$ cat config.mk
export PLATFORM = sky130hd
export DESIGN_NAME = fpu_regfile_fcsr_flat
export DESIGN_NICKNAME = d
export VERILOG_FILES = /design/src/rtl/fpu_regfile_fcsr_if.sv /design/src/rtl/fpu_regfile_fcsr.sv /design/src/flat_wrapper.sv
export SDC_FILE = /design/constraint.sdc
export NUM_CORES = 2
export LEC_CHECK = 0
export BUFFER_PORTS_ARGS = -buffer_cell sky130_fd_sc_hd__buf_2
export CAP_MARGIN = 20
export CORE_ASPECT_RATIO = 1.4
export CORE_MARGIN = 2
export CORE_UTILIZATION = 50
export DETAILED_ROUTE_END_ITERATION = 8
export GPL_TIMING_DRIVEN = 0
export PLACE_DENSITY_LB_ADDON = 0.3
export SLEW_MARGIN = 20
export SYNTH_ARGS = -nofsm -noshare
export SYNTH_HDL_FRONTEND = slang
export SYNTH_SLANG_ARGS = --single-unit
export TNS_END_PERCENT = 1
$ cat constraint.sdc
create_clock -name clk -period 2.9 [get_ports clk]
set_input_delay 0.435 -clock clk [delete_from_list [all_inputs] [get_ports clk]]
set_output_delay 0.435 -clock clk [all_outputs]
set_load 0.02 [all_outputs]
$ cat src/rtl/fpu_regfile_fcsr_if.sv
`default_nettype none
// +----------------------------------------------------------------------------+
// | fpu_regfile_fcsr_if : read/write/issue/CSR bundle of the FP register file    |
// | Revision: 1.0                                                               |
// +----------------------------------------------------------------------------+
interface fpu_regfile_fcsr_if #(
    parameter int FLEN  = 32,
    parameter int NREGS = 32,
    parameter int NRD   = 3
);
    localparam int AW = $clog2(NREGS);

    logic [NRD*AW-1:0]   rs_sel;
    logic [NRD*FLEN-1:0] rs_data;
    logic [NRD-1:0]      rs_busy;

    logic                fpu_wen;
    logic [AW-1:0]       fpu_rd;
    logic [FLEN-1:0]     fpu_wdata;
    logic [4:0]          fpu_flags;

    logic                ld_wen;
    logic [AW-1:0]       ld_rd;
    logic [FLEN-1:0]     ld_wdata;

    logic                issue_valid;
    logic [AW-1:0]       issue_rd;
    logic                issue_stall;

    logic [1:0]          csr_sel;
    logic                csr_wen;
    logic [7:0]          csr_wdata;
    logic [7:0]          csr_rdata;
    logic [2:0]          frm;
    logic                frm_invalid;
    logic                wr_conflict;

    modport master (
        output rs_sel,
        input  rs_data, rs_busy,
        output fpu_wen, fpu_rd, fpu_wdata, fpu_flags,
        output ld_wen, ld_rd, ld_wdata,
        output issue_valid, issue_rd,
        input  issue_stall,
        output csr_sel, csr_wen, csr_wdata,
        input  csr_rdata, frm, frm_invalid, wr_conflict
    );

    modport slave (
        input  rs_sel,
        output rs_data, rs_busy,
        input  fpu_wen, fpu_rd, fpu_wdata, fpu_flags,
        input  ld_wen, ld_rd, ld_wdata,
        input  issue_valid, issue_rd,
        output issue_stall,
        input  csr_sel, csr_wen, csr_wdata,
        output csr_rdata, frm, frm_invalid, wr_conflict
    );
endinterface
`default_nettype wire

$ cat src/rtl/fpu_regfile_fcsr.sv
`default_nettype none
// +----------------------------------------------------------------------------+
// | fpu_regfile_fcsr : FP register file, 2 write / NRD bypassed read ports,      |
// | fcsr (frm + sticky fflags) and per-register pending scoreboard.             |
// | Revision: 1.0                                                               |
// +----------------------------------------------------------------------------+
module fpu_regfile_fcsr #(
    parameter int FLEN  = 32,
    parameter int NREGS = 32,
    parameter int NRD   = 3
) (
    input  logic                 clk,
    input  logic                 n_rst,
    fpu_regfile_fcsr_if.slave    bus
);
    localparam int            AW           = $clog2(NREGS);
    localparam int            c_DEPTH      = 1 << AW;
    localparam logic [AW:0]   c_NREGS_W    = (AW+1)'(NREGS);
    localparam logic [1:0]    c_CSR_NONE   = 2'b00;
    localparam logic [1:0]    c_CSR_FFLAGS = 2'b01;
    localparam logic [1:0]    c_CSR_FRM    = 2'b10;
    localparam logic [1:0]    c_CSR_FCSR   = 2'b11;

    logic [FLEN-1:0]    r_regs [c_DEPTH];
    logic [c_DEPTH-1:0] r_pend;
    logic [4:0]         r_fflags;
    logic [2:0]         r_frm;
    logic               r_conflict;

    logic               w_fpu_ok;
    logic               w_ld_ok;
    logic               w_coll;
    logic               w_ld_commit;
    logic               w_issue_ok;
    logic               w_stall;
    logic [c_DEPTH-1:0] w_pend_set;
    logic [c_DEPTH-1:0] w_pend_clr;
    logic [c_DEPTH-1:0] w_pend_nxt;
    logic [4:0]         w_fflags_nxt;
    logic [2:0]         w_frm_nxt;

    function automatic logic f_in_range(input logic [AW-1:0] idx);
        return ({1'b0, idx} < c_NREGS_W);
    endfunction

    assign w_fpu_ok    = bus.fpu_wen & f_in_range(bus.fpu_rd);
    assign w_ld_ok     = bus.ld_wen  & f_in_range(bus.ld_rd);
    assign w_coll      = w_fpu_ok & w_ld_ok & (bus.fpu_rd == bus.ld_rd);
    assign w_ld_commit = w_ld_ok & ~w_coll;

    assign w_stall     = bus.issue_valid & r_pend[bus.issue_rd];
    assign w_issue_ok  = bus.issue_valid & ~w_stall & f_in_range(bus.issue_rd);
    assign bus.issue_stall = w_stall;

    // A dropped colliding load still retires its rd, so it clears pending too.
    always_comb begin
        w_pend_set = '0;
        w_pend_clr = '0;
        if (w_fpu_ok)   w_pend_clr[bus.fpu_rd]   = 1'b1;
        if (w_ld_ok)    w_pend_clr[bus.ld_rd]    = 1'b1;
        if (w_issue_ok) w_pend_set[bus.issue_rd] = 1'b1;
        w_pend_nxt = (r_pend & ~w_pend_clr) | w_pend_set;
    end

    always_ff @(posedge clk) begin
        if (!n_rst) begin
            for (int i = 0; i < c_DEPTH; i++) begin
                r_regs[i] <= '0;
            end
        end else begin
            if (w_fpu_ok)    r_regs[bus.fpu_rd] <= bus.fpu_wdata;
            if (w_ld_commit) r_regs[bus.ld_rd]  <= bus.ld_wdata;
        end
    end

    generate
        for (genvar gi = 0; gi < NRD; gi++) begin : g_rd
            logic [AW-1:0]   w_sel;
            logic            w_hit_fpu;
            logic            w_hit_ld;
            logic [FLEN-1:0] w_data;

            assign w_sel     = bus.rs_sel[gi*AW +: AW];
            assign w_hit_fpu = w_fpu_ok & (bus.fpu_rd == w_sel);
            assign w_hit_ld  = w_ld_ok  & (bus.ld_rd  == w_sel);

            always_comb begin
                w_data = '0;
                if (f_in_range(w_sel)) begin
                    if (w_hit_fpu)     w_data = bus.fpu_wdata;
                    else if (w_hit_ld) w_data = bus.ld_wdata;
                    else               w_data = r_regs[w_sel];
                end
            end

            assign bus.rs_data[gi*FLEN +: FLEN] = w_data;
            assign bus.rs_busy[gi] = r_pend[w_sel] & ~(w_hit_fpu | w_hit_ld);
        end
    endgenerate

    always_comb begin
        w_fflags_nxt = r_fflags;
        w_frm_nxt    = r_frm;
        if (bus.csr_wen) begin
            case (bus.csr_sel)
                c_CSR_FFLAGS: w_fflags_nxt = bus.csr_wdata[4:0];
                c_CSR_FRM:    w_frm_nxt    = bus.csr_wdata[2:0];
                c_CSR_FCSR: begin
                    w_fflags_nxt = bus.csr_wdata[4:0];
                    w_frm_nxt    = bus.csr_wdata[7:5];
                end
                default: ;
            endcase
        end
        // Accrued exceptions OR in after a software write in the same cycle.
        if (bus.fpu_wen) w_fflags_nxt = w_fflags_nxt | bus.fpu_flags;
    end

    always_ff @(posedge clk) begin
        if (!n_rst) begin
            r_pend     <= '0;
            r_fflags   <= '0;
            r_frm      <= '0;
            r_conflict <= 1'b0;
        end else begin
            r_pend     <= w_pend_nxt;
            r_fflags   <= w_fflags_nxt;
            r_frm      <= w_frm_nxt;
            r_conflict <= w_coll;
        end
    end

    always_comb begin
        bus.csr_rdata = 8'h00;
        case (bus.csr_sel)
            c_CSR_NONE:   bus.csr_rdata = 8'h00;
            c_CSR_FFLAGS: bus.csr_rdata = {3'b000, r_fflags};
            c_CSR_FRM:    bus.csr_rdata = {5'b00000, r_frm};
            c_CSR_FCSR:   bus.csr_rdata = {r_frm, r_fflags};
            default:      bus.csr_rdata = 8'h00;
        endcase
    end

    assign bus.frm         = r_frm;
    assign bus.frm_invalid = (r_frm == 3'd5) | (r_frm == 3'd6) | (r_frm == 3'd7);
    assign bus.wr_conflict = r_conflict;

endmodule
`default_nettype wire

$ cat src/flat_wrapper.sv
// flat-port wrapper written by rule: the top's interface ports become plain ports
module fpu_regfile_fcsr_flat 
#(
    parameter int FLEN  = 32,
    parameter int NREGS = 32,
    parameter int NRD   = 3
)
  (clk, n_rst, bus_rs_sel, bus_rs_data, bus_rs_busy, bus_fpu_wen, bus_fpu_rd, bus_fpu_wdata, bus_fpu_flags, bus_ld_wen, bus_ld_rd, bus_ld_wdata, bus_issue_valid, bus_issue_rd, bus_issue_stall, bus_csr_sel, bus_csr_wen, bus_csr_wdata, bus_csr_rdata, bus_frm, bus_frm_invalid, bus_wr_conflict);
  fpu_regfile_fcsr_if #(.FLEN(FLEN), .NREGS(NREGS), .NRD(NRD)) bus_i ();
  input  logic clk;
  input  logic n_rst;
  input wire logic [$bits(bus_i.rs_sel)-1:0] bus_rs_sel;
  output wire logic [$bits(bus_i.rs_data)-1:0] bus_rs_data;
  output wire logic [$bits(bus_i.rs_busy)-1:0] bus_rs_busy;
  input wire logic [$bits(bus_i.fpu_wen)-1:0] bus_fpu_wen;
  input wire logic [$bits(bus_i.fpu_rd)-1:0] bus_fpu_rd;
  input wire logic [$bits(bus_i.fpu_wdata)-1:0] bus_fpu_wdata;
  input wire logic [$bits(bus_i.fpu_flags)-1:0] bus_fpu_flags;
  input wire logic [$bits(bus_i.ld_wen)-1:0] bus_ld_wen;
  input wire logic [$bits(bus_i.ld_rd)-1:0] bus_ld_rd;
  input wire logic [$bits(bus_i.ld_wdata)-1:0] bus_ld_wdata;
  input wire logic [$bits(bus_i.issue_valid)-1:0] bus_issue_valid;
  input wire logic [$bits(bus_i.issue_rd)-1:0] bus_issue_rd;
  output wire logic [$bits(bus_i.issue_stall)-1:0] bus_issue_stall;
  input wire logic [$bits(bus_i.csr_sel)-1:0] bus_csr_sel;
  input wire logic [$bits(bus_i.csr_wen)-1:0] bus_csr_wen;
  input wire logic [$bits(bus_i.csr_wdata)-1:0] bus_csr_wdata;
  output wire logic [$bits(bus_i.csr_rdata)-1:0] bus_csr_rdata;
  output wire logic [$bits(bus_i.frm)-1:0] bus_frm;
  output wire logic [$bits(bus_i.frm_invalid)-1:0] bus_frm_invalid;
  output wire logic [$bits(bus_i.wr_conflict)-1:0] bus_wr_conflict;
  assign bus_i.rs_sel = bus_rs_sel;
  assign bus_rs_data = bus_i.rs_data;
  assign bus_rs_busy = bus_i.rs_busy;
  assign bus_i.fpu_wen = bus_fpu_wen;
  assign bus_i.fpu_rd = bus_fpu_rd;
  assign bus_i.fpu_wdata = bus_fpu_wdata;
  assign bus_i.fpu_flags = bus_fpu_flags;
  assign bus_i.ld_wen = bus_ld_wen;
  assign bus_i.ld_rd = bus_ld_rd;
  assign bus_i.ld_wdata = bus_ld_wdata;
  assign bus_i.issue_valid = bus_issue_valid;
  assign bus_i.issue_rd = bus_issue_rd;
  assign bus_issue_stall = bus_i.issue_stall;
  assign bus_i.csr_sel = bus_csr_sel;
  assign bus_i.csr_wen = bus_csr_wen;
  assign bus_i.csr_wdata = bus_csr_wdata;
  assign bus_csr_rdata = bus_i.csr_rdata;
  assign bus_frm = bus_i.frm;
  assign bus_frm_invalid = bus_i.frm_invalid;
  assign bus_wr_conflict = bus_i.wr_conflict;
  fpu_regfile_fcsr #(.FLEN(FLEN), .NREGS(NREGS), .NRD(NRD)) u_core (.clk(clk), .n_rst(n_rst), .bus(bus_i));
endmodule
==> flow_metrics.tcl, run 1 <==
set metrics [dict create \
    cts_sinks 1065 \
    cts-root-buf "clkbuf_16" \
    synth_edf_count 1024 \
    ys_ff_latch 1065 \
    outcome "stopped before the end" \
    grt-ovfl-total 18 \
    yosysWarningCount 0 \
    htreeDepth 3 \
    synth_largest_area_cell "edfxtp_1" \
    placed_cells_incl_taps 7583 \
    netlist_top_cells_area "edfxtp_1 (43%), mux4_2 (19%), a22o_1 (13%)" \
    start_util_pct 50.2 \
    grt_max_degree 33 \
    dp_hpwl_um 384000 \
    routabilityCongestion 1.21 \
    netlist_instances 5425 \
    die-width_um 325 \
    async_flop_share_pct 0 \
    ys.flop_type "edfxtp_1" \
    io-pin-count 228 \
    rows 165 \
    synth-seq-area-share_pct 43.7 \
    die_y_um 454 \
    cts_buffers 111 \
    port-buffer-count 147 \
    pre_cts_slack_ns -2.74 \
    grt_pass1_vias 72900 \
    gr-usage-all-layers_pct 75.8 \
    netlist_area_sq_mm 0.0722 \
    stop_stage "global routing" \
    avgSynthCellArea_sq_um 13.3 \
    synth_fp_nets 5540 \
    grt_first_pass_wirelength_um 732000 \
    stop_error "[ERROR GRT-0116] Global routing finished with congestion. Check the congestion regions in the DRC Viewer." \
    yosysUniqueCellTypes 51 \
    synth_top_area_share_pct 42.6 \
    cts_buffer_depth 3 \
]
-- through the flow --
stage                      TNS, ns  utilization [%]  cell area (sq um)
after detailed placement  -1172.81             54.0              77700
after global placement    -3119.02             52.3              75300
after floorplan             -22.63                -              72200
after CTS                   -26.04             59.4              85500
-- metal layers --
| layer | GRT overflow | track usage (%) |
|---|---|---|
| met1 | 0 | 75.4 |
| met2 | 9 | 89.6 |
| met5 | 0 | 47.4 |
| met3 | 0 | 63.5 |
| met4 | 9 | 73.2 |
-- Yosys cell counts, drive strengths merged, types with 38 or more instances --
| cell type | number |
|---|---|
| a21oi | 43 |
| a22o | 1053 |
| a22oi | 173 |
| buf | 385 |
| clkbuf | 430 |
| dfxtp | 41 |
| edfxtp | 1024 |
| mux2 | 58 |
| mux2i | 631 |
| mux4 | 597 |
| nand2 | 203 |
| nand3 | 58 |
| nand4 | 40 |
| nor2 | 136 |
| o2111ai | 40 |
| o211ai | 38 |
| o21ai | 99 |
| o22ai | 87 |
| or2 | 38 |
-- cell families after synthesis --
kind of cell / share of synthesized area (%)
AO/OA/AOI/OAI: 18.3
multiplexers: 28.3
XOR/XNOR: 0.425
AND/OR/NAND/NOR: 4.12
flip-flops: 43.7
buffers and inverters: 5.10
-- repair_timing --
action | 4_1_cts
hold endpoints to repair | 7
pin swaps | 52
gates resized for setup | 928
setup endpoints to repair | 211
hold buffers | 13
gates cloned | 1
buffers inserted | 32
==> run 2, diff against run 1 <==
Settings changed: CORE_ASPECT_RATIO 1.4 to default, CORE_UTILIZATION 50 to 35, PLACE_DENSITY_LB_ADDON 0.3 to 0.15.
Clock period 2.9 ns to 3.77 ns, I/O delays scaled along.
==> flow_metrics.tcl, run 2 <==
set metrics [dict create \
    outcome "finished with violations" \
    failed_checks "setup timing" \
    cts_sinks 1065 \
    synth_top_family_by_area "multiplexers" \
    synth_xor_area_share_pct 0.425 \
    final-seq-area_sq_mm 0.0316 \
    cp-start-kind "input port" \
    regMostFlops "u_core.r_regs" \
    min_path_type "in2reg" \
    multi_input_area_sq_mm 0.0381 \
    synthMuxAreaShare_pct 28.3 \
    crit_path_max_fanout 10 \
    grt_pass1_vias 58500 \
    yosysUniqueCellTypes 51 \
    cts_buffers 139 \
    synthAdderAreaFrac_pct 0 \
    synth_edf_count 1024 \
    finalClockSkew_ns 0.0124 \
    synth_common_cells "a22o_1 (1,053), edfxtp_1 (1,024), mux2i_1 (631)" \
    cap_violations 0 \
    cts_buffer_depth 3 \
    yosysWarningCount 0 \
    clk_pin_slew_worst_paths_ns 0.06 \
    grt_first_pass_wirelength_um 608000 \
    fillCellCount 19200 \
    slew_headroom_pct 9.79 \
    ys_ff_latch 1065 \
    drtIter0Drc 11200 \
    end_kind "flop" \
    avgSynthCellArea_sq_um 13.3 \
    final_util_pct 41.3 \
    netlist_instances 5425 \
    hold_depth 3 \
    dr_wl_met3_um 65600 \
    antenna_found_initial 32 \
    dr.pass1.iters 9 \
    rows 166 \
    routabilityCongestion 1.07 \
    ys.flop_type "edfxtp_1" \
    synth.most_common_cell "a22o_1" \
    wl_per_cell_um 55.6 \
    setup-violations-final 134 \
    worstPathRequired_ns 4.44 \
    final_common_cell "a22o_1" \
    cts_tree "done" \
    start_util_pct 35.2 \
    period_needed_ns 4.15 \
    dp_hpwl_um 381000 \
    crit_type "in2reg" \
    synth-seq-area-share_pct 43.7 \
    fin_ws_ns -0.384 \
    die_y_um 458 \
    nets 5900 \
    port-buffer-count 147 \
    arrival_ns 4.82 \
    final_cell_mix "a22o_1 (1,053), edfxtp_1 (1,024), mux4_2 (597)" \
    synth_largest_area_cell "edfxtp_1" \
    grt-ovfl-total 0 \
    htreeDepth 4 \
    vias_per_cell 7.40 \
    hold_violations 0 \
    ff2ff_path_depth 5 \
    die-width_um 458 \
    gr-usage-all-layers_pct 44.5 \
    grt_max_degree 33 \
    finalSetupTns_ns -21.09 \
    largest_reg_flops 1024 \
    largestRegisters "u_core.r_regs (1024), u_core.r_pend (32), u_core.r_fflags (5)" \
    dr.max_layer_used "met5" \
    syn_to_final_growth_pct 17.2 \
    die_area_sq_mm 0.210 \
    worst_pin_slew_ns 1.35 \
    yosys.area_share.simple_pct 4.12 \
    met1Wirelength_um 184000 \
    io-pin-count 228 \
    final_max_slew_viol_count 0 \
    synth_fp_nets 5540 \
    clock_latency_ns 0.82 \
    period_share_pct 110 \
    async_flop_share_pct 0 \
    ir_drop_uv 516 \
    via_count 63700 \
    met2WireLength_um 194000 \
    synth_compound_area_share_pct 18.3 \
    rsz0062_at_grt "true" \
    power.density_mw_per_mm2 428 \
    post_route_cells_drive_above_1_share_pct 29.6 \
    fp.coreArea_sq_mm 0.205 \
    cts-root-buf "clkbuf_16" \
    p_leak_nw 29.8 \
    drcViolationCount 0 \
    fmax_mhz 241 \
    drt_wl_total_um 479000 \
    ant_nets 0 \
    netlist_top_cells_area "edfxtp_1 (43%), mux4_2 (19%), a22o_1 (13%)" \
    netlist_area_sq_mm 0.0722 \
    synth_top_area_share_pct 42.6 \
]
## run 2: cell counts after synthesis
Identical to the previous run, type by type.
## run 2: kinds of logic after synthesis
| logic type | Yosys count |
|---|---|
| compound gates | 1631 |
| mux | 1286 |
| simple gates | 590 |
| xor+xnor | 35 |
| buf+inv | 818 |
| flops | 1065 |
## run 2: layer usage
layer	vias to the layer above	track usage, %
met5	-	0
met4	22	26.9
met3	1124	18.9
met2	5574	61.7
met1	33600	57.2
li1	23400	-
## run 2: power by group
group          switching, W  internal, W  total (W)
clock               0.00597      0.00762     0.0136
combinational       0.00556      0.00262    0.00819
sequential         0.000690       0.0137     0.0144
## run 2: path summary, 6_finish.rpt
path | start | endpoint | slack (ns)
max | bus_fpu_wen | u_core.r_regs[31][3] | -0.38
min | bus_csr_wdata[3] | u_core.r_fflags[3] | 0.06
max reg2reg | u_core.r_pend[7] | u_core.r_pend[1] | 1.83
min reg2reg | u_core.r_pend[22] | u_core.r_pend[22] | 0.54
## run 2: worst max-delay path: stages
cell,delay (ns)
buf_2,0.26
clkbuf_1,0.65
nand4_1,0.96
nor2_1,1.14
clkbuf_1,0.89
a22o_1,0.32
## run 2: per-stage QoR
step / power, W / area, sq um / hold WS (ns) / worst slack (ns) / instances
after global placement: 0.0217 / 76300 / 0.513 / -3.76 / 8260
after floorplan: 0.0180 / 72200 / 0.490 / 0.632 / 5425
after global routing: 0.0363 / 84500 / 0.0612 / -0.164 / 8587
after detailed placement: 0.0218 / 77600 / 0.523 / -2.41 / 8317
final: 0.0362 / 84600 / 0.0563 / -0.384 / 8609
after CTS: 0.0354 / 83900 / 0.0124 / -0.163 / 8578
## run 2: timing repair
item / CTS / global route
resized for setup: 532 / 133
endpoints found under the setup margin: 99 / 87
hold buffers: 5 / 0
setup buffers: 7 / 2
hold endpoints to repair: 5 / 0
pin swaps: 14 / 10
## run 2: cell type report
class,instances,area share [%]
plain buffers,811,5.92
flip-flops and latches,1065,37.3
clock buffers,170,4.39
repair buffers,223,2.44
well taps,2688,3.98
inverters,3,0.0178
multi-input cells,3542,45.1
clock inverters,83,0.817
diodes,24,0.0710
Note: power is estimated with default switching activity, not from simulation.
